## src/rtl/arb_pkg.sv

```systemverilog
`default_nettype none
// ============================================================================
// Module      : arb_pkg
// Description : Shared types and helpers for the one-hot round-robin burst
//               arbiter: FSM state encoding, a rotating priority pick and a
//               one-hot to index conversion. The helpers work on a fixed
//               maximum width (ARB_MAX_N requesters) so that any arbiter size
//               up to that bound can reuse them.
// Contents    : arb_state_e    - arbiter FSM states
//               rr_pick        - first set request at/after a pointer, wrapping
//               onehot_to_idx  - binary index of a one-hot vector
// Revision    : 1.0 - initial release
// ============================================================================
package arb_pkg;

  localparam int unsigned ARB_MAX_N = 32;
  localparam int unsigned ARB_IDX_W = 5;
  localparam int unsigned ARB_NUM_W = ARB_IDX_W + 1;

  typedef enum logic [0:0] {
    IDLE  = 1'b0,
    GRANT = 1'b1
  } arb_state_e;

  // Scans n positions starting at ptr (wrapping at n) and returns a one-hot
  // vector for the first requester that is set in req and not set in excl.
  // Returns all zeros if nothing qualifies. ptr must be below n.
  function automatic logic [ARB_MAX_N-1:0] rr_pick(
    input logic [ARB_MAX_N-1:0] req,
    input logic [ARB_IDX_W-1:0] ptr,
    input logic [ARB_MAX_N-1:0] excl,
    input logic [ARB_NUM_W-1:0] n
  );
    logic [ARB_MAX_N-1:0] gnt;
    logic                 found;
    logic [ARB_NUM_W-1:0] idx;
    gnt   = '0;
    found = 1'b0;
    for (int k = 0; k < ARB_MAX_N; k++) begin
      // ptr < n and k < n, so a single subtraction is enough to wrap.
      idx = {1'b0, ptr} + k[ARB_NUM_W-1:0];
      if (idx >= n) begin
        idx = idx - n;
      end
      if (!found && (k[ARB_NUM_W-1:0] < n) &&
          req[idx[ARB_IDX_W-1:0]] && !excl[idx[ARB_IDX_W-1:0]]) begin
        gnt[idx[ARB_IDX_W-1:0]] = 1'b1;
        found                   = 1'b1;
      end
    end
    return gnt;
  endfunction

  // OR-reduction of the indices of all set bits; exact for one-hot input,
  // zero for an all-zero input.
  function automatic logic [ARB_IDX_W-1:0] onehot_to_idx(
    input logic [ARB_MAX_N-1:0] oh
  );
    logic [ARB_IDX_W-1:0] idx;
    idx = '0;
    for (int k = 0; k < ARB_MAX_N; k++) begin
      if (oh[k]) begin
        idx = idx | k[ARB_IDX_W-1:0];
      end
    end
    return idx;
  endfunction

endpackage : arb_pkg
`default_nettype wire

```

## src/rtl/rr_priority_pick.sv

```systemverilog
`default_nettype none
// ============================================================================
// Module      : rr_priority_pick
// Description : Combinational rotating-priority picker. Selects the first
//               requester at or after i_ptr (wrapping modulo IN_NUM) that is
//               requesting and not masked out.
// Ports       : i_req       [IN_NUM] request vector
//               i_ptr       [PTR_W]  highest-priority index
//               i_excl_mask [IN_NUM] requesters excluded from this pick
//               o_gnt       [IN_NUM] one-hot winner, zero if none
//               o_valid     1        a winner exists
// Revision    : 1.0 - initial release
// ============================================================================
module rr_priority_pick #(
  parameter int IN_NUM = 4,
  parameter int PTR_W  = $clog2(IN_NUM)
) (
  input  logic [IN_NUM-1:0] i_req,
  input  logic [PTR_W-1:0]  i_ptr,
  input  logic [IN_NUM-1:0] i_excl_mask,
  output logic [IN_NUM-1:0] o_gnt,
  output logic              o_valid
);

  import arb_pkg::*;

  localparam logic [ARB_NUM_W-1:0] c_N = ARB_NUM_W'(IN_NUM);

  logic [ARB_MAX_N-1:0] w_req_ext;
  logic [ARB_MAX_N-1:0] w_excl_ext;
  logic [ARB_IDX_W-1:0] w_ptr_ext;
  logic [ARB_MAX_N-1:0] w_gnt_ext;

  // Zero-extend to the helper's fixed width.
  always_comb begin
    w_req_ext                = '0;
    w_req_ext[IN_NUM-1:0]    = i_req;
    w_excl_ext               = '0;
    w_excl_ext[IN_NUM-1:0]   = i_excl_mask;
    w_ptr_ext                = '0;
    w_ptr_ext[PTR_W-1:0]     = i_ptr;
  end

  assign w_gnt_ext = rr_pick(w_req_ext, w_ptr_ext, w_excl_ext, c_N);
  assign o_gnt     = w_gnt_ext[IN_NUM-1:0];
  assign o_valid   = |w_gnt_ext[IN_NUM-1:0];

  // Positions above IN_NUM are never requested, so the pick never sets them.
  generate
    if (IN_NUM < ARB_MAX_N) begin : g_gnt_hi
      logic w_unused_gnt_hi;
      assign w_unused_gnt_hi = |w_gnt_ext[ARB_MAX_N-1:IN_NUM];
    end
  endgenerate

endmodule : rr_priority_pick
`default_nettype wire

```

## src/rtl/one_hot_rr_arbiter.sv

```systemverilog
`default_nettype none
// ============================================================================
// Module      : one_hot_rr_arbiter
// Description : Round-robin burst arbiter driving the select of an external
//               one-hot data mux. A grant is held for a whole burst and ends
//               on the owner's last beat; the next owner is picked in the same
//               cycle so consecutive bursts run without a bubble. A stall
//               timeout releases an owner that stops presenting data.
// Ports       : clk          clock, rising edge
//               rst          synchronous active-high reset
//               in_valid     [IN_NUM] per-requester beat valid
//               in_last      [IN_NUM] per-requester final-beat marker
//               in_ready     [IN_NUM] per-requester beat accept
//               out_valid    downstream beat valid
//               out_last     downstream final-beat marker
//               out_ready    downstream accept
//               sel          [IN_NUM] registered one-hot mux select
//               busy         a grant is held
//               err_timeout  one-cycle pulse after a forced release
// Revision    : 1.0 - initial release
// ============================================================================
module one_hot_rr_arbiter #(
  parameter int IN_NUM  = 4,
  parameter int TIMEOUT = 16
) (
  input  logic              clk,
  input  logic              rst,
  input  logic [IN_NUM-1:0] in_valid,
  input  logic [IN_NUM-1:0] in_last,
  output logic [IN_NUM-1:0] in_ready,
  output logic              out_valid,
  output logic              out_last,
  input  logic              out_ready,
  output logic [IN_NUM-1:0] sel,
  output logic              busy,
  output logic              err_timeout
);

  import arb_pkg::*;

  localparam int PTR_W = $clog2(IN_NUM);
  localparam int CNT_W = $clog2(TIMEOUT + 1);

  localparam logic [PTR_W-1:0] c_LAST_IDX = PTR_W'(IN_NUM - 1);
  localparam logic [CNT_W-1:0] c_TIMEOUT  = CNT_W'(TIMEOUT);
  localparam logic [CNT_W-1:0] c_CNT_ONE  = CNT_W'(1);

  // --------------------------------------------------------------------------
  // State
  // --------------------------------------------------------------------------
  arb_state_e        r_state;
  logic [PTR_W-1:0]  r_ptr;
  logic [CNT_W-1:0]  r_hold_cnt;
  logic [IN_NUM-1:0] r_sel;
  logic              r_busy;
  logic              r_err_timeout;

  arb_state_e        w_state_nxt;
  logic [PTR_W-1:0]  w_ptr_nxt;
  logic [CNT_W-1:0]  w_cnt_nxt;
  logic [IN_NUM-1:0] w_sel_nxt;

  // --------------------------------------------------------------------------
  // Owner decode
  // --------------------------------------------------------------------------
  logic [ARB_MAX_N-1:0] w_sel_ext;
  logic [ARB_IDX_W-1:0] w_g_idx_full;
  logic [PTR_W-1:0]     w_g_idx;
  logic [PTR_W-1:0]     w_ptr_adv;
  logic                 w_granted;
  logic                 w_own_valid;
  logic                 w_own_last;
  logic                 w_timeout;
  logic                 w_fwd_en;
  logic                 w_beat;
  logic                 w_release;

  always_comb begin
    w_sel_ext             = '0;
    w_sel_ext[IN_NUM-1:0] = r_sel;
  end

  assign w_g_idx_full = onehot_to_idx(w_sel_ext);
  assign w_g_idx      = w_g_idx_full[PTR_W-1:0];

  generate
    if (PTR_W < ARB_IDX_W) begin : g_idx_hi
      logic w_unused_idx_hi;
      assign w_unused_idx_hi = |w_g_idx_full[ARB_IDX_W-1:PTR_W];
    end
  endgenerate

  // Pointer moves one past the current owner, wrapping for non-power-of-2 N.
  assign w_ptr_adv = (w_g_idx == c_LAST_IDX) ? '0 : (w_g_idx + PTR_W'(1));

  assign w_granted   = (r_state == GRANT);
  assign w_own_valid = |(in_valid & r_sel);
  assign w_own_last  = |(in_valid & in_last & r_sel);

  // The forced-release cycle forwards nothing, even if the owner woke up.
  assign w_timeout = w_granted && (r_hold_cnt == c_TIMEOUT);
  assign w_fwd_en  = w_granted && !w_timeout;
  assign w_beat    = w_fwd_en && w_own_valid && out_ready;
  assign w_release = w_timeout || (w_beat && w_own_last);

  // --------------------------------------------------------------------------
  // Handshake relay (combinational from r_sel and live inputs)
  // --------------------------------------------------------------------------
  assign in_ready  = w_fwd_en ? (r_sel & {IN_NUM{out_ready}}) : '0;
  assign out_valid = w_fwd_en && w_own_valid;
  assign out_last  = w_fwd_en && w_own_last;

  // --------------------------------------------------------------------------
  // Shared picker: IDLE uses the stored pointer with no exclusion; GRANT
  // pre-computes the re-pick for a release this cycle, excluding the owner.
  // Its inputs never depend on out_ready.
  // --------------------------------------------------------------------------
  logic [PTR_W-1:0]  w_pick_ptr;
  logic [IN_NUM-1:0] w_pick_excl;
  logic [IN_NUM-1:0] w_pick_gnt;
  logic              w_pick_valid;

  assign w_pick_ptr  = w_granted ? w_ptr_adv : r_ptr;
  assign w_pick_excl = w_granted ? r_sel : '0;

  rr_priority_pick #(
    .IN_NUM (IN_NUM),
    .PTR_W  (PTR_W)
  ) u_pick (
    .i_req       (in_valid),
    .i_ptr       (w_pick_ptr),
    .i_excl_mask (w_pick_excl),
    .o_gnt       (w_pick_gnt),
    .o_valid     (w_pick_valid)
  );

  // --------------------------------------------------------------------------
  // Next-state logic
  // --------------------------------------------------------------------------
  always_comb begin
    w_state_nxt = r_state;
    w_ptr_nxt   = r_ptr;
    w_cnt_nxt   = r_hold_cnt;
    w_sel_nxt   = r_sel;
    case (r_state)
      IDLE: begin
        w_cnt_nxt = '0;
        if (w_pick_valid) begin
          w_sel_nxt   = w_pick_gnt;
          w_state_nxt = GRANT;
        end else begin
          w_sel_nxt = '0;
        end
      end
      GRANT: begin
        if (w_release) begin
          w_ptr_nxt = w_ptr_adv;
          w_cnt_nxt = '0;
          if (w_pick_valid) begin
            w_sel_nxt = w_pick_gnt;
          end else begin
            w_sel_nxt   = '0;
            w_state_nxt = IDLE;
          end
        end else if (w_own_valid) begin
          // A present owner is never idle, even if downstream stalls it.
          w_cnt_nxt = '0;
        end else begin
          w_cnt_nxt = r_hold_cnt + c_CNT_ONE;
        end
      end
      default: begin
        w_state_nxt = IDLE;
        w_sel_nxt   = '0;
        w_cnt_nxt   = '0;
      end
    endcase
  end

  // --------------------------------------------------------------------------
  // State registers
  // --------------------------------------------------------------------------
  always_ff @(posedge clk) begin
    if (rst) begin
      r_state       <= IDLE;
      r_ptr         <= '0;
      r_hold_cnt    <= '0;
      r_sel         <= '0;
      r_busy        <= 1'b0;
      r_err_timeout <= 1'b0;
    end else begin
      r_state       <= w_state_nxt;
      r_ptr         <= w_ptr_nxt;
      r_hold_cnt    <= w_cnt_nxt;
      r_sel         <= w_sel_nxt;
      r_busy        <= |w_sel_nxt;
      r_err_timeout <= w_timeout;
    end
  end

  assign sel         = r_sel;
  assign busy        = r_busy;
  assign err_timeout = r_err_timeout;

endmodule : one_hot_rr_arbiter
`default_nettype wire

```

## config.mk

```make
export PLATFORM = sky130hd
export DESIGN_NAME = one_hot_rr_arbiter
export DESIGN_NICKNAME = d
export VERILOG_FILES = /design/src/rtl/arb_pkg.sv /design/src/rtl/rr_priority_pick.sv /design/src/rtl/one_hot_rr_arbiter.sv
export SDC_FILE = /design/constraint.sdc
export NUM_CORES = 1
export LEC_CHECK = 0
export ABC_AREA = 1
export BUFFER_PORTS_ARGS = -buffer_cell sky130_fd_sc_hd__buf_2
export CAP_MARGIN = 20
export CORE_UTILIZATION = 40
export CTS_CLUSTER_SIZE = 16
export DETAILED_ROUTE_END_ITERATION = 10
export SYNTH_ARGS = -nofsm -noshare
export SYNTH_HDL_FRONTEND = slang
export SYNTH_SLANG_ARGS = --single-unit
```

## constraint.sdc

```tcl
create_clock -name clk -period 3.08 [get_ports clk]
set_input_delay 0.154 -clock clk [delete_from_list [all_inputs] [get_ports clk]]
set_output_delay 0.154 -clock clk [all_outputs]
set_load 0.01 [all_outputs]
```

Word level (Yosys, flattened, before mapping)
Index checks and enable logic that the tools add are counted.

Logic and storage cells: 119. Input port bits: 11. Register bits after elaboration: 14.

Muxes and demuxes: 51. Reductions and logical operators: 31. $add $sub $neg: 9. $lt $le $gt $ge: 12. Eq/ne operators: 2. Bitwise operators: 8.

Operators by type and width (count): 1-bit binary-select mux with 5-bit select (8); 4-bit 2-to-1 mux (8); 5-bit 2-to-1 mux (6); 5-bit by 6-bit less-than comparator with 1-bit output, second input constant (4); 1-bit demux with 5-bit select (4); 5-bit by 1-bit >= comparator with 1-bit output, second input constant (4); 6-bit by 3-bit >= comparator with 1-bit output, second input constant (3); 1-bit 2-to-1 mux (18); 1-bit logical AND (17); 4-bit AND (4); 4-bit OR reduction (4); 5-bit by 3-bit subtractor with 5-bit output, second input constant (3); 4-bit OR (3); 5-bit case mux with 2 select lines (1); 1-bit logical NOT (8); 2-bit 2-to-1 mux (4); 4-bit case mux with 2 select lines (1); 2-bit by 2-bit adder with 3-bit output, second input constant (2); 5-bit by 1-bit adder with 5-bit output, second input constant (1); 5-bit == test, second input constant (1); 2-bit by 3-bit subtractor with 4-bit output, second input constant (1); 2-bit by 1-bit adder with 3-bit output, second input constant (1); 2-bit by 3-bit >= comparator with 1-bit output, second input constant (1); 2-bit by 1-bit adder with 2-bit output, second input constant (1); 5 further kinds (5).

Logic depth before layout (Yosys ltp)
Gate-level depths: netlist of the first run.

Word-level depth: 30. Gate-level depth with buffers: 17.

By module
From an unflattened synthesis of the first run, not the netlist that was laid out.

Cell total of the unflattened synthesis: 212. Area total of the unflattened synthesis: 1358.8 sq um.

By module, submodules not included: one_hot_rr_arbiter (instances 1, area an instance 800.8 sq um, cells each 119, seq. area each 280.3 sq um); rr_priority_pick (instances 1, area an instance 558.0 sq um, cells each 93, seq. area each 0.0 sq um).

Worst setup path before layout of the first run
OpenSTA, ideal clock, no wires.

Path kind: reg-to-reg. From: reg r_sel[1], in the netlist sel[1]. To: reg r_busy, in the netlist busy. Clock period less this slack: 2.035 ns. Required time: 2.953 ns. Arrival time: 1.908 ns. Stages on the path, launching flop included: 17. Path slack: 1.045 ns. Cell sequence: dfxtp_1 buf_6 inv_1 nand2_1 nand4_1 nand2_2 ha_1 inv_1 nand4_1 nand2_2 nor2_4 nand3_1 nand3_2 nand2_1 nand2_1 nor2_1 nor2_1.

Word-level cells in the longest chain between the ends: 30. Elaborated cells between the ends (all ways): 96.

RTL lines: start: declaration (line one_hot_rr_arbiter.sv:54) `logic [IN_NUM-1:0] r_sel;`; start signal: assignment (line one_hot_rr_arbiter.sv:195) `r_sel <= w_sel_nxt;`; parallel branches: the longest is 28 deep, another holds 5-bit by 6-bit less-than comparator with 1-bit output; 4-bit case mux with 2 select lines (*) (line one_hot_rr_arbiter.sv:145) `case (r_state)`; 4-bit OR reduction (*) (line one_hot_rr_arbiter.sv:196) `r_busy <= |w_sel_nxt;`; end signal: assignment (line one_hot_rr_arbiter.sv:196); end: declaration (line one_hot_rr_arbiter.sv:55) `logic r_busy;`.

Mark *: on every way between the ends. The select of a mux whose other input is x is not followed. A chain may end at the register's enable or synchronous reset.

Worst setup path after layout of the first run
Same ends and word-level chain as after synthesis.

==> impl_results.md, run 1 <==
* CP Launch Point: sel[1]
* Hold Crit Class: in -> reg
* Met1 wire length at 1390 um
* Rel. slew slack at 74.3%
* Min cycle time layout at 2340 ps
* Deepest clock path buffer count at 2
* Cell Pwr Density at 1050 nW/um^2
* DRC at 3
* Post-CTS Hold Fix Bufs at 0
* Worst Path Class, Setup: reg -> reg
* RSZ-0062 raised after global routing: no
* Post-synthesis sequential area ratio at 22.5%
* Initial antenna violation count at 0
* Initial Util at 43.7%
* Cells after Synth at 197
* Max frequency at 427 MHz
* Ys Warns at 0
* Syn_nets at 218
* Vias at 1327
* Worst-path clk slew at 80 ps
* Post-Syn Area at 1250 sq um
* Critical path, cell by cell: inv_1 -> nand2_1 -> nand4_1 -> nand2_2 -> ha_1 -> inv_1 -> nand4_1 -> nand2_2 -> nor2_4 -> nand3_1 -> nand4_1 -> nand2_1 -> nand2_1 -> nor2_1 -> nor2_1
* CTS Root Cell: clkbuf_4
* RD Place Congestion at 0.847
* Fin crit share at 76.0%
* Vias in the first global route at 1217
* Die H at 57.8 um
* Failing checks: DRC
* Layout cells sized above 1 at 21.8%
* Area grow syn2layout at 12.8%
* Final hold viol count at 0
* First-pass iteration count of the detailed router at 7
* Max layer used: met4
* Mean area per synthesized cell at 6.33 sq um
* Most common cell after layout, fill and taps aside: nand2_1
* CP peak stage delay at 530 ps
* Worst Setup End Kind: register
* Synth cell types at 26
* # H-tree levels at 1
* TritonCTS clock tree: done
* Post-CTS Resized at 0
* Final nets at 242
* CTS Sinks at 14
* Worst setup SP type: register
* Core Util, Final at 49.3%
* Final setup fails at 0
* Avg WL per Cell at 12.2 um
* Leak at 0.748 nW
* Status: finished, violations left
* Grt ovf at 0
* Critical path arrival at 2510 ps
* Post-CTS Setup Repair Bufs at 0
* Worst r2r src: sel[1]
* Synthesized flop and latch total at 14
* Drt first-iter violations at 122
* Largest net degree at the start of global routing at 11
* GRT Total Usage at 19.8%
* Die width at 57.8 um
* Met2 Wirelength at 1430 um
* HP Start: rst
* DIE AREA at 3340 sq um
* Peak supply drop at 0.000566 V
* First-pass GRT wire length at 5180 um
* Total routed wirelength at 3060 um
* CP max FO at 10
* Slowest-stage cell, CP: dfxtp_1
* Port buffer count at 22
* Clk_lat worst skew at 270 ps
* Most frequent cells in the layout: 46 x nand2_1, 27 x nor2_1, 27 x nand3_1, 22 x inv_1, 22 x buf_2
* Met3 WL post-DR at 194 um
* Post-route ant nets at 0
* Core area at 2850 sq um
* Slew @ Worst Pin at 385 ps
* Clock Skew at 3.05 ps
* TritonCTS Buffers at 3
* Vias per std cell at 5.29
* Site Rows at 19
* DP HPWL at 2520 um
* Max Transition Viols Final at 0
* CP Data Required Time at 3250 ps
* MaxCap Viol Count at 0
* Setup_tns at 0 ps
* Num ports at 23
* Antenna diode count at 0
-- worst paths after layout --
path	depth (start not counted)	end	slack [ps]
worst max-delay path	15	busy	740
worst min-delay path	2	r_ptr[1]	170
worst max register to register	15	busy	740
worst min register to register	1	r_hold_cnt[0]	460
-- metrics by stage --
stage | setup WS (ps) | instance area (sq um) | hold slack [ps] | cells | power, mW
after CTS | 744 | 1410 | 159 | 251 | 1.48
after global placement | 822 | 1370 | 443 | 247 | 1.33
final | 740 | 1410 | 169 | 251 | 1.47
after floorplan | 1050 | 1250 | 430 | 197 | 1.13
after global routing | 455 | 1410 | 182 | 251 | 1.64
after detailed placement | 761 | 1370 | 453 | 247 | 1.35
-- layer usage --
layer / global-route usage, % / vias up
met5: 0 / -
met4: 5.78 / 0
met3: 4.02 / 6
met2: 32.7 / 47
met1: 26.2 / 596
li1: - / 678
-- power by group --
part,leakage [nW],switching [mW],internal [mW]
logic,0.612,0.690,0.355
clock network,0.0210,0.0571,0.0719
registers,0.114,0.0747,0.225
-- cell families (layout without fill, tap and decap cells) --
group / after synthesis / count (layout) / synth area share [%]
DFF: 14 / 14 / 22.5
xor gates and xnor gates: 3 / 3 / 2.11
AOI/OAI and AO/OA: 8 / 8 / 3.71
and+or+nand+nor: 134 / 134 / 51.8
adders and majority gates: 10 / 10 / 10.0
buffers and inverters: 28 / 51 / 9.84
-- area by class of cell --
class                      count  area, sq um
clock buffer                   4         36.3
multi-input combinational    155          843
fill                         299         1450
timing repair buffer          22          110
inverter                      25         96.3
sequential                    14          280
tap                           31         38.8
-- Yosys cell counts (all sizes together) --
library cell	count	area [sq um]
a211oi	1	7.51
a21oi	4	23.8
buf	2	22.5
clkbuf	1	3.75
dfxtp	14	280
ha	10	125
inv	25	96.4
nand2	56	245
nand3	29	155
nand3b	2	15.0
nand4	9	56.3
nor2	32	143
nor3	5	25.0
o21ai	3	15.0
or2	1	6.26
xnor2	1	8.76
xor2	2	17.5
-- critical path, delay by kind of cell (launching register included) --
kind                     cells  cell delay, ps
AND/OR/NAND/NOR             12            1170
adder cells (fa/ha/maj)      1             310
buffers and inverters        2             220
flip-flops                   1             530
-- state kept, by name (all words and copies together), names as in the netlist --
register and count:
sel 4, r_state 1, busy 1, r_ptr 2, r_hold_cnt 5, err_timeout 1
No activity file was read; power rests on OpenSTA's default activity.
==> inputs of run 2 (changes only) <==
==> constraint.sdc (replaced) <==
create_clock -name clk -period 2 [get_ports clk]
set_input_delay 0.1 -clock clk [delete_from_list [all_inputs] [get_ports clk]]
set_output_delay 0.1 -clock clk [all_outputs]
set_load 0.01 [all_outputs]
==> run 2 against run 1 <==
Die area did not move. First-iteration DRC count shrank 43%. Total power increased by 83%. Non-clock buffer count rose by 15. Register-to-register slack got worse by 710 ps. Critical endpoint unchanged. Combinational power increased by 97%. Clock power rose by 53%. Fmax increased by 19%. Setup slack lost 710 ps. Global-route usage up 0.92 points. The flow now finishes without violations.
==> impl_results.md, run 2 (synthesis gave the netlist of run 1 again) <==
* RD Place Congestion at 0.891 (was 0.847)
* Avg WL per Cell at 12.1 um (was 12.2 um)
* Drt first-iter violations at 70 (was 122)
* Finished Cell Area at 1600 sq um (was 1410 sq um)
* Sw Share at 53.1% (was 55.8%)
* Max Transition Viols Final at 0 (unchanged)
* Site Rows at 19 (unchanged)
* CTS Sinks at 14 (unchanged)
* Final nets at 257 (was 242)
* Port buffer count at 22 (unchanged)
* CTS Root Cell: clkbuf_4 (unchanged)
* Vias in the first global route at 1240 (was 1217)
* Layout cells sized above 1 at 34.0% (was 21.8%)
* Clock Skew at 0.541 ps (was 3.05 ps)
* Rel. slew slack at 75.8% (was 74.3%)
* DRC at 0 (was 3)
* Post-place setup slack at -40.4 ps (was 761 ps)
* CP max FO at 7 (was 10)
* Hold path cells at 2 (unchanged)
* RSZ-0062 raised after global routing: yes (was no)
* Critical path arrival at 2140 ps (was 2510 ps)
* Setup_tns at 0 ps (unchanged)
* MaxCap Viol Count at 0 (unchanged)
* Post-route ant nets at 0 (unchanged)
* Largest net degree at the start of global routing at 11 (unchanged)
* Deepest clock path buffer count at 2 (unchanged)
* Reg2Reg Depth at 16 (was 15)
* Leak at 0.836 nW (was 0.748 nW)
* Clk network pwr share at 7.3% (was 8.7%)
* Status: complete, no violations (was finished, violations left)
* Peak supply drop at 0.000770 V (was 0.000566 V)
* Area of the multi-input gates at 908 sq um (was 843 sq um)
* First-pass GRT wire length at 5430 um (was 5180 um)
* Setup ws final at 33.4 ps (was 740 ps)
* Worst-path clk slew at 80 ps (about the same)
* Initial antenna violation count at 0 (unchanged)
* Min cycle time layout at 1970 ps (was 2340 ps)
* Worst Path Class, Setup: reg -> reg (unchanged)
* Final setup fails at 0 (unchanged)
* Total power at 2.70 mW (was 1.47 mW)
* Max frequency at 508 MHz (was 427 MHz)
* Core area at 2850 sq um (unchanged)
* Most frequent cells in the layout: 40 x nand2_1, 26 x nor2_1, 25 x nand3_1, 22 x buf_2, 20 x inv_1 (was 46 x nand2_1, 27 x nor2_1, 27 x nand3_1, 22 x inv_1, 22 x buf_2)
* Pint at 1.27 mW (was 652 uW)
* Num ports at 23 (unchanged)
* NetSw at 1.43 mW (was 822 uW)
* DIE AREA at 3340 sq um (unchanged)
* FF+latch area at 290 sq um (was 280 sq um)
* Initial Util at 43.7% (unchanged)
* Worst Setup End Kind: register (unchanged)
* Vias per std cell at 5.21 (was 5.29)
* Fill count at 293 (was 299)
* Finished Layout Cells at 266 (was 251)
* TritonCTS clock tree: done (unchanged)
* Hold Crit Class: in -> reg (unchanged)
* Antenna diode count at 0 (unchanged)
* Vias at 1385 (was 1327)
* Most common cell after layout, fill and taps aside: nand2_1 (unchanged)
* CP Data Required Time at 2170 ps (was 3250 ps)
* Slew @ Worst Pin at 361 ps (was 385 ps)
* DP HPWL at 2650 um (was 2520 um)
* Die width at 57.8 um (unchanged)
* Die H at 57.8 um (unchanged)
* Final hold viol count at 0 (unchanged)
* Area grow syn2layout at 28.3% (was 12.8%)
* Clk_lat worst skew at 280 ps (was 270 ps)
* Number of flip-flops in the largest register at 5 (unchanged)
* Cell Pwr Density at 1690 nW/um^2 (was 1050 nW/um^2)
* Inst Count DP at 259 (was 247)
* Worst setup SP type: register (unchanged)
* Grt ovf at 0 (unchanged)
* Biggest register: r_hold_cnt (unchanged)
* Total routed wirelength at 3220 um (was 3060 um)
* Placed inst area at 1470 sq um (was 1370 sq um)
* Comb power frac at 76.5% (was 70.9%)
* Register share of total power at 16.2% (was 20.3%)
* GRT Total Usage at 20.8% (was 19.8%)
* TritonCTS Buffers at 3 (unchanged)
* Fin crit share at 98.3% (was 76.0%)
* # H-tree levels at 1 (unchanged)
* Post-CTS Hold Fix Bufs at 0 (unchanged)
* First-pass iteration count of the detailed router at 4 (was 7)
run 2: changes by cell type in the layout (fill, tap and decap cells not counted), moves of 2 or more:
cell     change
buf_4       +14
dfxtp_1      -4
dfxtp_2      +2
dfxtp_4      +2
ha_1         -2
inv_1        -2
nand2_1      -6
nand2_2      +4
nand2_4      +2
nand3_1      -2
run 2: path summary, 6_finish.rpt:
kind | start | endpoint | slack (ps)
hold / removal | rst | sel[1] | 90
setup reg to reg | sel[2] | busy | 30
setup / recovery | sel[2] | busy | 30
hold reg to reg | r_hold_cnt[0] | r_hold_cnt[0] | 480
run 2: layout make-up:
class / instances / area share (%)
clock buffers: 4 / 2.27
inverters: 25 / 6.18
multi-input cells: 155 / 56.8
flip-flops and latches: 14 / 18.2
well taps: 31 / 2.43
repair buffers: 37 / 14.2
run 2: routing by layer:
metal | vias up | global-route usage, % | wire length, um
met1 | 639 | 27.4 | 1460
met2 | 29 | 34.8 | 1610
li1 | 708 | - | -
met4 | 0 | 8.16 | 67
met3 | 9 | 2.01 | 83
met5 | - | 0 | 0
run 2: per-stage QoR:
| step | hold WS (ps) | utilization [%] |
|---|---|---|
| final | 88.5 | 56.1 |
| after global routing | 99.8 | 56.1 |
| after CTS | 96.6 | 53.3 |
| after detailed placement | 401 | 51.6 |
| after global placement | 397 | 51.6 |
| after floorplan | 362 | - |
run 2: what timing repair did:
item	in CTS	in global routing
buffers inserted	1	2
pin swaps	2	13
gates resized for setup	3	21
endpoints found under the setup margin	1	6
run 2: power groups by stage:
stage               logic [mW]  clock network [mW]  registers, mW
global placement          1.79                   0          0.425
global route              2.31               0.218          0.450
finish                    2.07               0.197          0.437
CTS                       1.85               0.203          0.424
floorplan                 1.33                   0          0.431
detailed placement        1.83                   0          0.427
run 2: critical path, stage by stage, from the launching register on:
cell	delay, ps
dfxtp_2	340
inv_2	80
nand2_2	60
nand4_1	70
nand2_2	110
buf_6	140
buf_4	150
nand2_4	70
inv_2	40
nor2_4	210
nor2_4	90
nand3_2	70
nand4_1	110
nand2_1	120
nand2_1	60
nor2_1	90
nor2_1	50
